<file path="src/rtl/uart_sram_master.sv">
// uart_sram_master
// ----------------
// Debug bus initiator driven by a UART byte stream. Decodes 'R'/'W' commands
// (opcode, little-endian address, little-endian write data), performs one
// full-word access on an SRAM-style port and returns the response bytes
// through the transmit handshake.
//
// Ports:
//   clk, rst        : clock, asynchronous active-high reset
//   rx_data/rx_ready: received byte and its one-cycle strobe
//   tx_data/tx_valid/tx_ready : transmit byte handshake
//   addra/dina/douta: bus address (bits [2:0] = 0), write data, read data
//   ena/wea         : access strobe and byte write enables
//   busy            : high whenever the FSM is not IDLE
//   dbg_state       : current FSM state encoding
//
// Handshake: a byte is transferred in each cycle where tx_valid & tx_ready.
// Once tx_valid is raised it stays high with tx_data constant until that
// transfer happens; tx_data advances only in the cycle after a transfer.
// rx_ready is a pure strobe with no back-pressure; bytes arriving while the
// FSM is not collecting command bytes are dropped.
module uart_sram_master #(
  parameter int LEN_ADDR       = 64,
  parameter int LEN_DATA       = 64,
  parameter int TIMEOUT_CYCLES = 100000000
) (
  input  logic                  clk,
  input  logic                  rst,
  input  logic [7:0]            rx_data,
  input  logic                  rx_ready,
  output logic [7:0]            tx_data,
  output logic                  tx_valid,
  input  logic                  tx_ready,
  output logic [LEN_ADDR-1:0]   addra,
  output logic [LEN_DATA-1:0]   dina,
  input  logic [LEN_DATA-1:0]   douta,
  output logic                  ena,
  output logic [LEN_DATA/8-1:0] wea,
  output logic                  busy,
  output logic [2:0]            dbg_state
);

  localparam int NA = LEN_ADDR / 8;
  localparam int ND = LEN_DATA / 8;
  localparam int TW = (TIMEOUT_CYCLES > 2) ? $clog2(TIMEOUT_CYCLES) : 1;
  localparam logic [TW-1:0] TMO_LAST  = TW'(TIMEOUT_CYCLES - 1);
  localparam logic [7:0]    ADDR_LAST = 8'(NA - 1);
  localparam logic [7:0]    DATA_LAST = 8'(ND - 1);

  localparam logic [7:0] OP_READ  = 8'h52;
  localparam logic [7:0] OP_WRITE = 8'h57;
  localparam logic [7:0] RSP_OK   = 8'h4B;
  localparam logic [7:0] RSP_BAD  = 8'h3F;

  typedef enum logic [2:0] {
    S_IDLE  = 3'd0,
    S_ADDR  = 3'd1,
    S_WDATA = 3'd2,
    S_WRITE = 3'd3,
    S_READ  = 3'd4,
    S_RCAP  = 3'd5,
    S_SEND  = 3'd6
  } state_t;

  state_t              r_state;
  state_t              w_next;
  logic                r_is_write;
  logic [7:0]          r_cnt;
  logic [TW-1:0]       r_tmo;
  // Shift registers hold all but the final byte; the final byte is merged
  // straight from rx_data when the field completes.
  logic [LEN_ADDR-9:0] r_addr;
  logic [LEN_DATA-9:0] r_wdat;
  logic [LEN_DATA-9:0] r_tx_shift;
  logic [7:0]          r_tx_left;

  logic [LEN_ADDR-1:0]   r_addra;
  logic [LEN_DATA-1:0]   r_dina;
  logic                  r_ena;
  logic [LEN_DATA/8-1:0] r_wea;
  logic [7:0]            r_tx_data;
  logic                  r_tx_valid;
  logic                  r_busy;

  logic                w_accept;
  logic                w_counting;
  logic                w_timeout;
  logic                w_known_op;
  logic [LEN_ADDR-1:0] w_addr_full;
  logic [LEN_DATA-1:0] w_data_full;

  assign w_accept    = r_tx_valid & tx_ready;
  assign w_counting  = (r_state == S_ADDR) || (r_state == S_WDATA);
  assign w_timeout   = w_counting && (r_tmo == TMO_LAST);
  assign w_known_op  = (rx_data == OP_READ) || (rx_data == OP_WRITE);
  assign w_addr_full = {rx_data, r_addr};
  assign w_data_full = {rx_data, r_wdat};

  always_ff @(posedge clk or posedge rst) begin
    if (rst) r_state <= S_IDLE;
    else     r_state <= w_next;
  end

  // A received byte takes priority over an expiring timeout.
  always_comb begin
    w_next = r_state;
    case (r_state)
      S_IDLE: begin
        if (rx_ready) w_next = w_known_op ? S_ADDR : S_SEND;
      end
      S_ADDR: begin
        if (rx_ready) begin
          if (r_cnt == ADDR_LAST) w_next = r_is_write ? S_WDATA : S_READ;
        end else if (w_timeout) begin
          w_next = S_IDLE;
        end
      end
      S_WDATA: begin
        if (rx_ready) begin
          if (r_cnt == DATA_LAST) w_next = S_WRITE;
        end else if (w_timeout) begin
          w_next = S_IDLE;
        end
      end
      S_WRITE: w_next = S_SEND;
      S_READ:  w_next = S_RCAP;
      S_RCAP:  w_next = S_SEND;
      S_SEND: begin
        if (w_accept && (r_tx_left == 8'd0)) w_next = S_IDLE;
      end
      default: w_next = S_IDLE;
    endcase
  end

  // Idle-gap counter between command bytes.
  always_ff @(posedge clk or posedge rst) begin
    if (rst) begin
      r_tmo <= '0;
    end else if (rx_ready || !w_counting || w_timeout) begin
      r_tmo <= '0;
    end else begin
      r_tmo <= r_tmo + 1'b1;
    end
  end

  always_ff @(posedge clk or posedge rst) begin
    if (rst) begin
      r_is_write <= 1'b0;
      r_cnt      <= 8'd0;
      r_addr     <= '0;
      r_wdat     <= '0;
      r_tx_shift <= '0;
      r_tx_left  <= 8'd0;
      r_addra    <= '0;
      r_dina     <= '0;
      r_ena      <= 1'b0;
      r_wea      <= '0;
      r_tx_data  <= 8'd0;
      r_tx_valid <= 1'b0;
      r_busy     <= 1'b0;
    end else begin
      // Strobes follow the next state so they line up with the state itself.
      r_ena      <= (w_next == S_WRITE) || (w_next == S_READ);
      r_wea      <= (w_next == S_WRITE) ? '1 : '0;
      r_tx_valid <= (w_next == S_SEND);
      r_busy     <= (w_next != S_IDLE);

      case (r_state)
        S_IDLE: begin
          if (rx_ready) begin
            r_is_write <= (rx_data == OP_WRITE);
            r_cnt      <= 8'd0;
            if (!w_known_op) begin
              r_tx_data <= RSP_BAD;
              r_tx_left <= 8'd0;
            end
          end
        end
        S_ADDR: begin
          if (rx_ready) begin
            r_addr <= w_addr_full[LEN_ADDR-1:8];
            if (r_cnt == ADDR_LAST) begin
              r_cnt   <= 8'd0;
              r_addra <= w_addr_full & ~LEN_ADDR'(7);
            end else begin
              r_cnt <= r_cnt + 8'd1;
            end
          end else if (w_timeout) begin
            r_cnt <= 8'd0;
          end
        end
        S_WDATA: begin
          if (rx_ready) begin
            r_wdat <= w_data_full[LEN_DATA-1:8];
            if (r_cnt == DATA_LAST) begin
              r_cnt  <= 8'd0;
              r_dina <= w_data_full;
            end else begin
              r_cnt <= r_cnt + 8'd1;
            end
          end else if (w_timeout) begin
            r_cnt <= 8'd0;
          end
        end
        S_WRITE: begin
          r_tx_data <= RSP_OK;
          r_tx_left <= 8'd0;
        end
        S_RCAP: begin
          // douta is valid in the cycle after the READ strobe.
          r_tx_data  <= douta[7:0];
          r_tx_shift <= douta[LEN_DATA-1:8];
          r_tx_left  <= DATA_LAST;
        end
        S_SEND: begin
          if (w_accept && (r_tx_left != 8'd0)) begin
            r_tx_data  <= r_tx_shift[7:0];
            r_tx_shift <= r_tx_shift >> 8;
            r_tx_left  <= r_tx_left - 8'd1;
          end
        end
        default: ;
      endcase
    end
  end

  assign addra     = r_addra;
  assign dina      = r_dina;
  assign ena       = r_ena;
  assign wea       = r_wea;
  assign tx_data   = r_tx_data;
  assign tx_valid  = r_tx_valid;
  assign busy      = r_busy;
  assign dbg_state = r_state;

endmodule

</file>
<file path="config.mk">
export PLATFORM = sky130hd
export DESIGN_NAME = uart_sram_master
export DESIGN_NICKNAME = d
export VERILOG_FILES = /design/src/rtl/uart_sram_master.sv
export SDC_FILE = /design/constraint.sdc
export NUM_CORES = 1
export LEC_CHECK = 0
export CORE_ASPECT_RATIO = 1.75
export CORE_MARGIN = 3
export CORE_UTILIZATION = 60
export DETAILED_ROUTE_END_ITERATION = 8
export DONT_BUFFER_PORTS = 1
export PLACE_DENSITY_LB_ADDON = 0.3
export SYNTH_ARGS = -nofsm -noshare
export SYNTH_HDL_FRONTEND = slang
export SYNTH_SLANG_ARGS = --single-unit
</file>
<file path="constraint.sdc">
create_clock -name clk -period 31.2 [get_ports clk]
set_clock_uncertainty 0.15 [all_clocks]
set_input_delay 3.12 -clock clk [delete_from_list [all_inputs] [get_ports clk]]
set_output_delay 3.12 -clock clk [all_outputs]
set_load 0.05 [all_outputs]
</file>
==> out/metrics.csv, run 1 <==
metric,value,unit
status,completed,
die_height,210,um
detail_route.vias_per_cell,5.71,
yosys_reg_bits,349,
fin_util,0.663,
critPathRequiredTime,31540,ps
cts_buffer_count,30,
synth.yosys.warnings,0,
seq_area_frac_synth,0.610,
fin_cells,1503,
post-synth-top-area-cell,sky130_fd_sc_hd__dfrtp_1,
hold_buffers,0,
grt_antenna_before_repair,0,
post-place-cells,1447,
n_fill_cell,1761,
layout-area-overhead-vs-synth,8.52,%
crit_path_end_kind,flop,
cts_tree,done,
timing.hold.ws,319,ps
rrSetupSlack,27520,ps
antenna-diode-count,0,
dieArea,0.0258,mm2
global_route_total_overflow,0,
synthCells,1200,
max_cap_violations,0,
cts-htree-levels,1,
design.portCount,226,
placed_cell_area,0.0145,mm2
pre_cts_ws,25410,ps
hold_path.class,reg -> reg,
site_rows,74,
wl_per_cell,19.4,um
remaining_drc_errors,0,
path_max_fanout,68,
postSynthAreaPerCell,11.9,um2
fin_tns_setup,0,ps
cts_post_setup_buffers_inserted,0,
rsz0062_at_grt,no,
finalSetupViolations,0,
finish.instance_area,0.0155,mm2
die_x,123,um
finalHoldViolCount,0,
critPathKind,in -> reg,
grt_pass1_wl,46300,um
postLayoutSetupSlackWorst,26030,ps
drv_slew,0,
gp_congestion,0.811,
port-buffer-count,0,
cts_root_buf,sky130_fd_sc_hd__clkbuf_16,
worst_slew_margin_rel,0.221,
primary_flip_flop_cell_chosen_by_synthesis_mapping,sky130_fd_sc_hd__dfrtp_1,
post_route_total_power,1.33,mW
cts.reportedPaths.clkPinSlew,70,ps
detailed_placement_hpwl,19200,um
worstSkewPairLatency,560,ps
detailroute.via_count,8575,
min_period_over_period,0.166,
detailedRoute.firstIterationViolations,485,
ctsResizeCount,0,
number_of_nets_in_the_layout,1255,
firstDrtPassIters,5,
drt_antenna_net_count,0,
ctsLongestPathBuffers,3,
grt_pass1_vias,8750,
synth_edf_count,0,
floorplan.core_area,0.0234,mm2
worstSetupStartpointType,input pin,
critical_path_arrival,5510,ps
pwr_density_cell,85.7,mW/mm2
total_global_routing_track_utilization,0.226,
max-vdd-ir-drop,0.0637,mV
final_period_minus_worst_setup_slack,5170,ps
max_freq,193,MHz
syn-cell-area,0.0143,mm2
yosysTopAreaCellShare,0.610,
maximum_number_of_pins_on_one_net_before_global_route_repair,124,
synth.area.top_cells,"sky130_fd_sc_hd__dfrtp_1, sky130_fd_sc_hd__mux2_2, sky130_fd_sc_hd__nand2_1",
post_route_cells_drive_above_1_share,0.212,
asyncSetResetFlopFracSynth,1.00,
timing_worst_slew_pin_value,1160,ps
clock_sinks,349,
power.static_leakage,7.86,nW
synth.distinct_cells,57,
routed_wl,29100,um
initial_utilization,0.611,
Yosys cell counts (all sizes together), types with 2 or more instances:
| cell | number |
|---|---|
| a211o | 6 |
| a211oi | 2 |
| a21o | 3 |
| a21oi | 9 |
| a22o | 12 |
| a22oi | 5 |
| a31oi | 4 |
| and3 | 8 |
| and4 | 2 |
| buf | 49 |
| clkbuf | 22 |
| dfrtp | 349 |
| ha | 4 |
| inv | 11 |
| mux2 | 171 |
| mux2i | 49 |
| nand2 | 268 |
| nand2b | 6 |
| nand3 | 19 |
| nand3b | 2 |
| nand4 | 12 |
| nor2 | 45 |
| nor2b | 2 |
| nor3 | 9 |
| nor3b | 2 |
| nor4 | 4 |
| nor4bb | 3 |
| o21ai | 74 |
| o221ai | 2 |
| o41ai | 2 |
| or2 | 4 |
| or4 | 2 |
| xnor2 | 8 |
| xor2 | 18 |
power by group:
part	leakage, nW	switching (mW)	internal [mW]
Clock	0.519	0.164	0.227
Sequential	4.69	0.109	0.549
Combinational	2.66	0.156	0.126
Total	7.86	0.429	0.902
area by class of cell:
class / instances / area [um2] / area share
multi-input cells: 771 / 5210 / 0.336
flip-flops and latches: 349 / 8740 / 0.563
clock buffers: 40 / 858 / 0.0553
inverters: 11 / 48.8 / 0.00314
well taps: 304 / 380 / 0.0245
clock inverters: 16 / 199 / 0.0128
repair buffers: 12 / 90.1 / 0.00580
worst max-delay path, stage by stage:
cell and delay [ps]:
sky130_fd_sc_hd__and4bb_2 200, sky130_fd_sc_hd__buf_4 580, sky130_fd_sc_hd__nand2_2 60, sky130_fd_sc_hd__buf_4 350
sky130_fd_sc_hd__inv_2 910, sky130_fd_sc_hd__nand2_1 140, sky130_fd_sc_hd__nand2_1 100
worst paths after layout:
path                              start            to  depth (start not counted)
max                            rx_ready      dina[25]                          7
min reg2reg                   r_wdat[0]       dina[0]                          2
min                           r_wdat[0]       dina[0]                          2
max reg2reg                dbg_state[1]      dina[25]                          7
max in group asynchronous           rst      dina[47]                          3
min in group asynchronous           rst  r_tx_left[6]                          1
kinds of logic (layout without fill, tap and decap cells):
kind of cell    after synthesis  count (layout)  synth area share
flops                       349             349             0.610
mux                         220             220             0.169
xor+xnor                     26              26            0.0159
other cells                   1               3          0.000262
buf+inv                      82              79            0.0280
simple gates                392             392             0.119
fa+ha+maj                     4               4           0.00350
compound gates              126             126            0.0543
state kept, by name (all words and copies together), names as in the netlist, 3 cells and up:
register    count
addra          61
dbg_state       3
r_cnt           8
tx_data         8
r_tmo          27
r_wdat         56
r_addr         53
r_tx_shift     56
dina           64
r_tx_left       8
cells in the final DEF, fill, tap and decap left out, drive strengths merged, types with 3 or more instances in the layout:
| cell type | n |
|---|---|
| dfrtp | 349 |
| nand2 | 268 |
| mux2 | 171 |
| o21ai | 74 |
| mux2i | 49 |
| nor2 | 45 |
| clkbuf | 40 |
| nand3 | 19 |
| xor2 | 18 |
| nand4 | 12 |
| a22o | 12 |
| buf | 12 |
| inv | 11 |
| a21oi | 9 |
| nor3 | 9 |
| clkinv | 9 |
| xnor2 | 8 |
| and3 | 8 |
| nand2b | 6 |
| a211o | 6 |
| a22oi | 5 |
| a31oi | 4 |
| ha | 4 |
| bufinv | 4 |
| nor4 | 4 |
| or2 | 4 |
| a21o | 3 |
| conb | 3 |
| clkinvlp | 3 |
| nor4bb | 3 |
layer usage:
metal  share of wire  track usage  wire length (um)  up-vias
li1                -            -                 -     4034
met1            0.38        0.275             11000     4252
met2            0.52        0.385             15000      228
met3           0.072       0.0574              2090       61
met4           0.035       0.0855              1000        0
met5               0            0                 0        -
Note: power is estimated with default switching activity, not from simulation.
==> run 2, diff against run 1 <==
Clock period 31.2 ns to 4.9 ns, I/O delays scaled along.
==> run 2 against run 1 <==
Effect of this change: cell count up 3.5%; combinational power rose to 6.5 times the previous value; clock-buffer cell count down 3; core utilization up 2.1 points; worst setup slack worse by 25000 ps; routed wire length up 3.8%; register-to-register slack worse by 26000 ps; via count up 3.1%; sequential share of layout area down 1.7 points; largest cell class unchanged; sequential cell count unchanged; first-iteration DRC count down 5.4%.
==> out/metrics.csv, run 2 (same netlist as run 1, synthesis figures left out) <==
metric,value,unit,change
status,completed,,
crit_start,dbg_state[2],,
mostFrequentLayoutCell,sky130_fd_sc_hd__dfrtp_1,,
dieArea,0.0258,mm2,unchanged
grt_antenna_before_repair,3,,+3
routed_wl,30200,um,+3.8%
fin_tns_setup,0,ps,unchanged
global_route_total_overflow,0,,unchanged
power.static_leakage,8.06,nW,+2.5%
port-buffer-count,0,,unchanged
grt_pass1_vias,9255,,+5.8%
p_comb_frac,0.217,,+0.005
crit-reg2reg-capture,r_tx_shift[26],,
post_route_cells_drive_above_1_share,0.203,,-0.00928
detail_route.vias_per_cell,5.69,,-0.30%
hold_end,r_tx_shift[2],,
min_from,douta[10],,
finish.instance_area,0.0160,mm2,+3.1%
die_x,123,um,unchanged
timing_worst_slew_pin_value,1110,ps,-50.2 ps
power.clock.fraction,0.282,,-0.012
timing.hold.ws,13.2,ps,-306 ps
max_cap_violations,0,,unchanged
max-vdd-ir-drop,0.437,mV,+590%
total_switching_power,2.75,mW,+540%
cts_tree,done,,
worst_slew_margin_rel,0.265,,+0.0438
timing.critical_path.buf_inv,2,,-1
critical-path-slowest-cell,sky130_fd_sc_hd__dfrtp_1,,
grt_pass1_wl,48800,um,+5.5%
crit-reg2reg-launch,dbg_state[2],,
design.portCount,226,,unchanged
initial_utilization,0.611,,unchanged
detailed_placement_hpwl,19400,um,+1.3%
pwr_density_cell,525,mW/mm2,+510%
drt_antenna_net_count,0,,unchanged
remaining_drc_errors,0,,unchanged
final_period_minus_worst_setup_slack,3440,ps,
worst_hold_path.num_cells,2,,unchanged
max_freq,291,MHz,
detailedRoute.firstIterationViolations,459,,-5.4%
min_period_over_period,0.703,,
most-common-layout-cells,"sky130_fd_sc_hd__dfrtp_1, sky130_fd_sc_hd__nand2_1, sky130_fd_sc_hd__mux2_2",,
die_height,210,um,unchanged
pre_cts_ws,1510,ps,-23900 ps
drv_slew,0,,unchanged
site_rows,74,,unchanged
crit_path_end_kind,flop,,
worstSkewPairLatency,550,ps,about the same
floorplan.core_area,0.0234,mm2,unchanged
cp_top_family,flip-flops,,
cts_root_buf,sky130_fd_sc_hd__clkbuf_16,,
cell_internal_pwr,5.65,mW,+530%
hold_path.class,in -> reg,,
worstSetupStartpointType,flop,,
path_max_fanout,59,,-13%
critPathKind,reg -> reg,,
detailroute.via_count,8845,,+3.1%
post-place-cells,1450,,+0.21%
rsz0062_at_grt,no,,
maximum_number_of_pins_on_one_net_before_global_route_repair,146,,+18%
critical_path_arrival,3710,ps,-1800 ps
cts.reportedPaths.clkPinSlew,70,ps,about the same
rrSetupSlack,1460,ps,-26060 ps
clock_sinks,349,,unchanged
cts_post_setup_buffers_inserted,0,,unchanged
critical_path.cell_chain,inv_1 -> or2_4 -> o21ai_4 -> buf_4 -> o21ai_0,,
critPathMaxStageDelay,910,ps,about the same
seq_power_share,0.501,,+0.007
total_global_routing_track_utilization,0.237,,+0.0113
ctsLongestPathBuffers,3,,unchanged
gp_congestion,0.804,,-0.81%
n_fill_cell,1674,,-4.9%
critPathRequiredTime,5160,ps,-26380 ps
finalSetupViolations,0,,unchanged
fin_cells,1555,,+3.5%
hold_buffers,51,,+51
rr_worst_depth,5,,-2
ctsResizeCount,0,,unchanged
layout-area-overhead-vs-synth,11.9,%,
placed_cell_area,0.0145,mm2,+0.30%
cts-htree-levels,1,,unchanged
postLayoutSetupSlackWorst,1460,ps,-24570 ps
wl_per_cell,19.4,um,+0.29%
largest_register_ffs,64,,unchanged
number_of_nets_in_the_layout,1308,,+4.2%
finalHoldViolCount,0,,unchanged
power_switching_share,0.327,,+0.00493
cts_buffer_count,29,,-3.3%
firstDrtPassIters,4,,-1
==> run 2: cell types whose count changed in the layout (fill, tap and decap cells not counted), moves of 2 or more <==
cell	previous run	this run
sky130_fd_sc_hd__buf_12	0	2
sky130_fd_sc_hd__clkbuf_8	7	5
sky130_fd_sc_hd__clkinv_2	8	4
sky130_fd_sc_hd__clkinv_4	0	3
sky130_fd_sc_hd__diode_2	0	2
sky130_fd_sc_hd__dlygate4sd3_1	0	51
sky130_fd_sc_hd__inv_6	0	3
==> run 2: how the worst max path moves through the flow <==
stage          slack [ps]             end  cells past startpoint
2_1_floorplan        -410       addra[10]                      1
3_3_place_gp         1600   r_tx_shift[0]                      5
3_5_place_dp         1510  r_tx_shift[26]                      5
4_1_cts              1480  r_tx_shift[26]                      5
5_1_grt              1210  r_tx_shift[26]                      5
6_report             1460  r_tx_shift[26]                      5
==> run 2: layout make-up <==
type / instances / area, um2 / share of cell area
antenna: 2 / 5.00 / 0.000313
clock buffer: 37 / 806 / 0.0503
clock inverter: 15 / 178 / 0.0111
inverter: 11 / 45.0 / 0.00281
multi-input combinational: 771 / 5210 / 0.325
sequential: 349 / 8740 / 0.546
tap: 304 / 380 / 0.0238
timing repair buffer: 66 / 648 / 0.0405
==> run 2: routing by layer <==
layer,up-vias,routed length [um],track usage
met4,0,828,0.0739
met1,4435,11600,0.294
met2,223,15900,0.416
met5,-,0,0
li1,4138,-,-
met3,49,1860,0.0478
==> run 2: per-stage QoR <==
stage / utilization / power, mW
finish: 0.683 / 8.41
global route: 0.683 / 8.89
CTS: 0.683 / 8.45
detailed placement: 0.619 / 6.03
global placement: 0.619 / 5.92
floorplan: - / 5.59
==> run 2: power by group through the flow <==
stage | clock (mW) | sequential (mW) | combinational, mW
2_1_floorplan | 0 | 4.06 | 1.53
3_3_place_gp | 0 | 4.23 | 1.69
3_5_place_dp | 0 | 4.26 | 1.77
4_1_cts | 2.43 | 4.20 | 1.82
5_1_grt | 2.54 | 4.28 | 2.06
6_report | 2.37 | 4.21 | 1.82
==> run 3, diff against run 2 <==
Settings changed: CORE_UTILIZATION 60 to 57.
Clock period 4.9 ns to 2.8 ns, I/O delays scaled along.
==> run 3 against run 2 <==
Effect of this change: via count grew 2.8%; core utilization shrank 1.0 points; non-clock buffer count is 38 higher; highest routed layer unchanged; clock power up 93%; worst setup slack worse by 1100 ps; combinational power increased by 95%; critical endpoint is now tx_data[1]; hold slack improved by 54 ps; global-route usage shrank 0.87 points; first-iteration DRC count fell by 6.5%; sequential cell count did not move; design area rose by 3.6%; register-to-register slack lost 1000 ps.
==> out/metrics.csv, run 3 (same netlist as run 1, synthesis figures left out) <==
metric,value,unit,change
routed_wl,31300,um,+3.8%
cts_root_buf,sky130_fd_sc_hd__clkbuf_16,,
cts-htree-levels,1,,unchanged
max_freq,405,MHz,
worst_slew_margin_rel,0.266,,+0.00100
timing_worst_slew_pin_value,1110,ps,-1.51 ps
critical_path_arrival,2780,ps,-930 ps
remaining_drc_errors,0,,unchanged
number_of_nets_in_the_layout,1347,,+3.0%
timing.hold.ws,66.8,ps,+53.6 ps
post_route_cells_drive_above_1_share,0.207,,+0.00441
post-place-cells,1473,,+1.6%
initial_utilization,0.581,,-0.0298
post_route_total_power,15.4,mW,+83%
global_route_total_overflow,0,,unchanged
total_global_routing_track_utilization,0.229,,-0.00870
path_max_fanout,25,,-58%
fin_cells,1603,,+3.1%
grt_antenna_before_repair,1,,-2
finish.instance_area,0.0166,mm2,+3.6%
drt_antenna_net_count,0,,unchanged
die_height,216,um,+2.5%
cts_buffer_count,30,,+3.4%
detail_route.vias_per_cell,5.67,,-0.29%
rr_worst_depth,5,,unchanged
layout-area-overhead-vs-synth,15.9,%,
design.portCount,226,,unchanged
port-buffer-count,0,,unchanged
worstSetupStartpointType,input pin,,
status,completed,,
fin_util,0.673,,-0.00998
cts.reportedPaths.clkPinSlew,70,ps,about the same
site_rows,76,,+2.7%
hold_end,busy,,
min_from,rx_data[2],,
worst_hold_path.num_cells,5,,+3
gp_congestion,0.829,,+3.1%
finalHoldViolCount,0,,unchanged
maximum_number_of_pins_on_one_net_before_global_route_repair,105,,-28%
final_period_minus_worst_setup_slack,2470,ps,
crit_path_end_kind,flop,,
min_period_over_period,0.881,,
crit-reg2reg-capture,r_cnt[6],,
fin_tns_setup,0,ps,unchanged
grt_pass1_vias,9566,,+3.4%
grt_pass1_wl,50300,um,+3.1%
detailed_placement_hpwl,20000,um,+3.0%
largest_register_ffs,64,,unchanged
dieArea,0.0271,mm2,+5.1%
cts_tree,done,,
max-vdd-ir-drop,0.767,mV,+76%
die_x,126,um,+2.5%
floorplan.core_area,0.0246,mm2,+5.1%
most-common-layout-cells,"sky130_fd_sc_hd__dfrtp_1, sky130_fd_sc_hd__nand2_1, sky130_fd_sc_hd__mux2_2",,
rrSetupSlack,450,ps,-1010 ps
hold_path.class,in -> reg,,
pwr_density_cell,928,mW/mm2,+77%
rsz0062_at_grt,no,,
worstSkewPairLatency,590,ps,+40 ps
clock_sinks,349,,unchanged
detailedRoute.firstIterationViolations,429,,-6.5%
drv_slew,0,,unchanged
critPathRequiredTime,3120,ps,-2040 ps
ctsLongestPathBuffers,3,,unchanged
postLayoutSetupSlackWorst,333,ps,-1120 ps
mostFrequentLayoutCell,sky130_fd_sc_hd__dfrtp_1,,
firstDrtPassIters,4,,unchanged
wl_per_cell,19.6,um,+0.69%
finalSetupViolations,0,,unchanged
placed_cell_area,0.0147,mm2,+1.5%
detailroute.via_count,9092,,+2.8%
max_cap_violations,0,,unchanged
critPathKind,in -> reg,,
crit-reg2reg-launch,r_tmo[8],,
power.static_leakage,8.32,nW,+3.3%
pre_cts_ws,139,ps,-1370 ps
## run 3: changes by cell type in the layout (fill, tap and decap cells not counted), moves of 2 or more
cell                            before  now
sky130_fd_sc_hd__dlygate4sd3_1      51   74
sky130_fd_sc_hd__clkinvlp_4          3    1
sky130_fd_sc_hd__buf_4              13   20
sky130_fd_sc_hd__clkbuf_1            3    7
sky130_fd_sc_hd__bufinv_16           3    6
sky130_fd_sc_hd__inv_6               3    0
sky130_fd_sc_hd__buf_12              2   10
sky130_fd_sc_hd__clkinv_4            3    1
## run 3: power breakdown
group / internal (mW) / leakage (nW) / switching [mW]
Clock: 2.70 / 0.537 / 1.87
Combinational: 1.60 / 3.10 / 1.94
Sequential: 6.12 / 4.69 / 1.16
## run 3: area by class of cell
class                      instances  area, um2
clock inverter                    12        239
inverter                          11       45.0
antenna                            1       2.50
tap                              312        390
clock buffer                      43        860
sequential                       349       8740
multi-input combinational        771       5220
fill                            1728       8040
timing repair buffer             104       1090
## run 3: critical path, cell delays in order
cell and delay, ps:
sky130_fd_sc_hd__dlygate4sd3_1 650, sky130_fd_sc_hd__nor4bb_1 700, sky130_fd_sc_hd__a31oi_1 290, sky130_fd_sc_hd__o221ai_4 580, sky130_fd_sc_hd__a21oi_1 80, sky130_fd_sc_hd__a21o_1 180
## run 3: per-layer routing
| layer | global-route usage | share of wire |
|---|---|---|
| met1 | 0.273 | 0.37 |
| met2 | 0.401 | 0.53 |
| met3 | 0.0485 | 0.058 |
| met4 | 0.0952 | 0.037 |
| met5 | 0 | 0 |
## run 3: what timing repair did
action / CTS / global route
endpoints found under the hold margin: 307 / 0
buffers inserted: 0 / 0
hold buffers: 74 / 0
setup endpoints to repair: 0 / 11
resized for setup: 0 / 1
## run 3: worst max path at each step
stage / startpoint / to / slack [ps]
2_1_floorplan: rst / addra[10] / -2300
5_1_grt: rx_data[4] / r_tx_left[1] / 200
3_3_place_gp: rx_data[4] / r_tx_left[2] / 140
4_1_cts: rx_data[4] / r_tx_left[2] / 120
3_5_place_dp: rx_data[4] / tx_data[7] / 140
6_report: rx_data[4] / tx_data[1] / 330
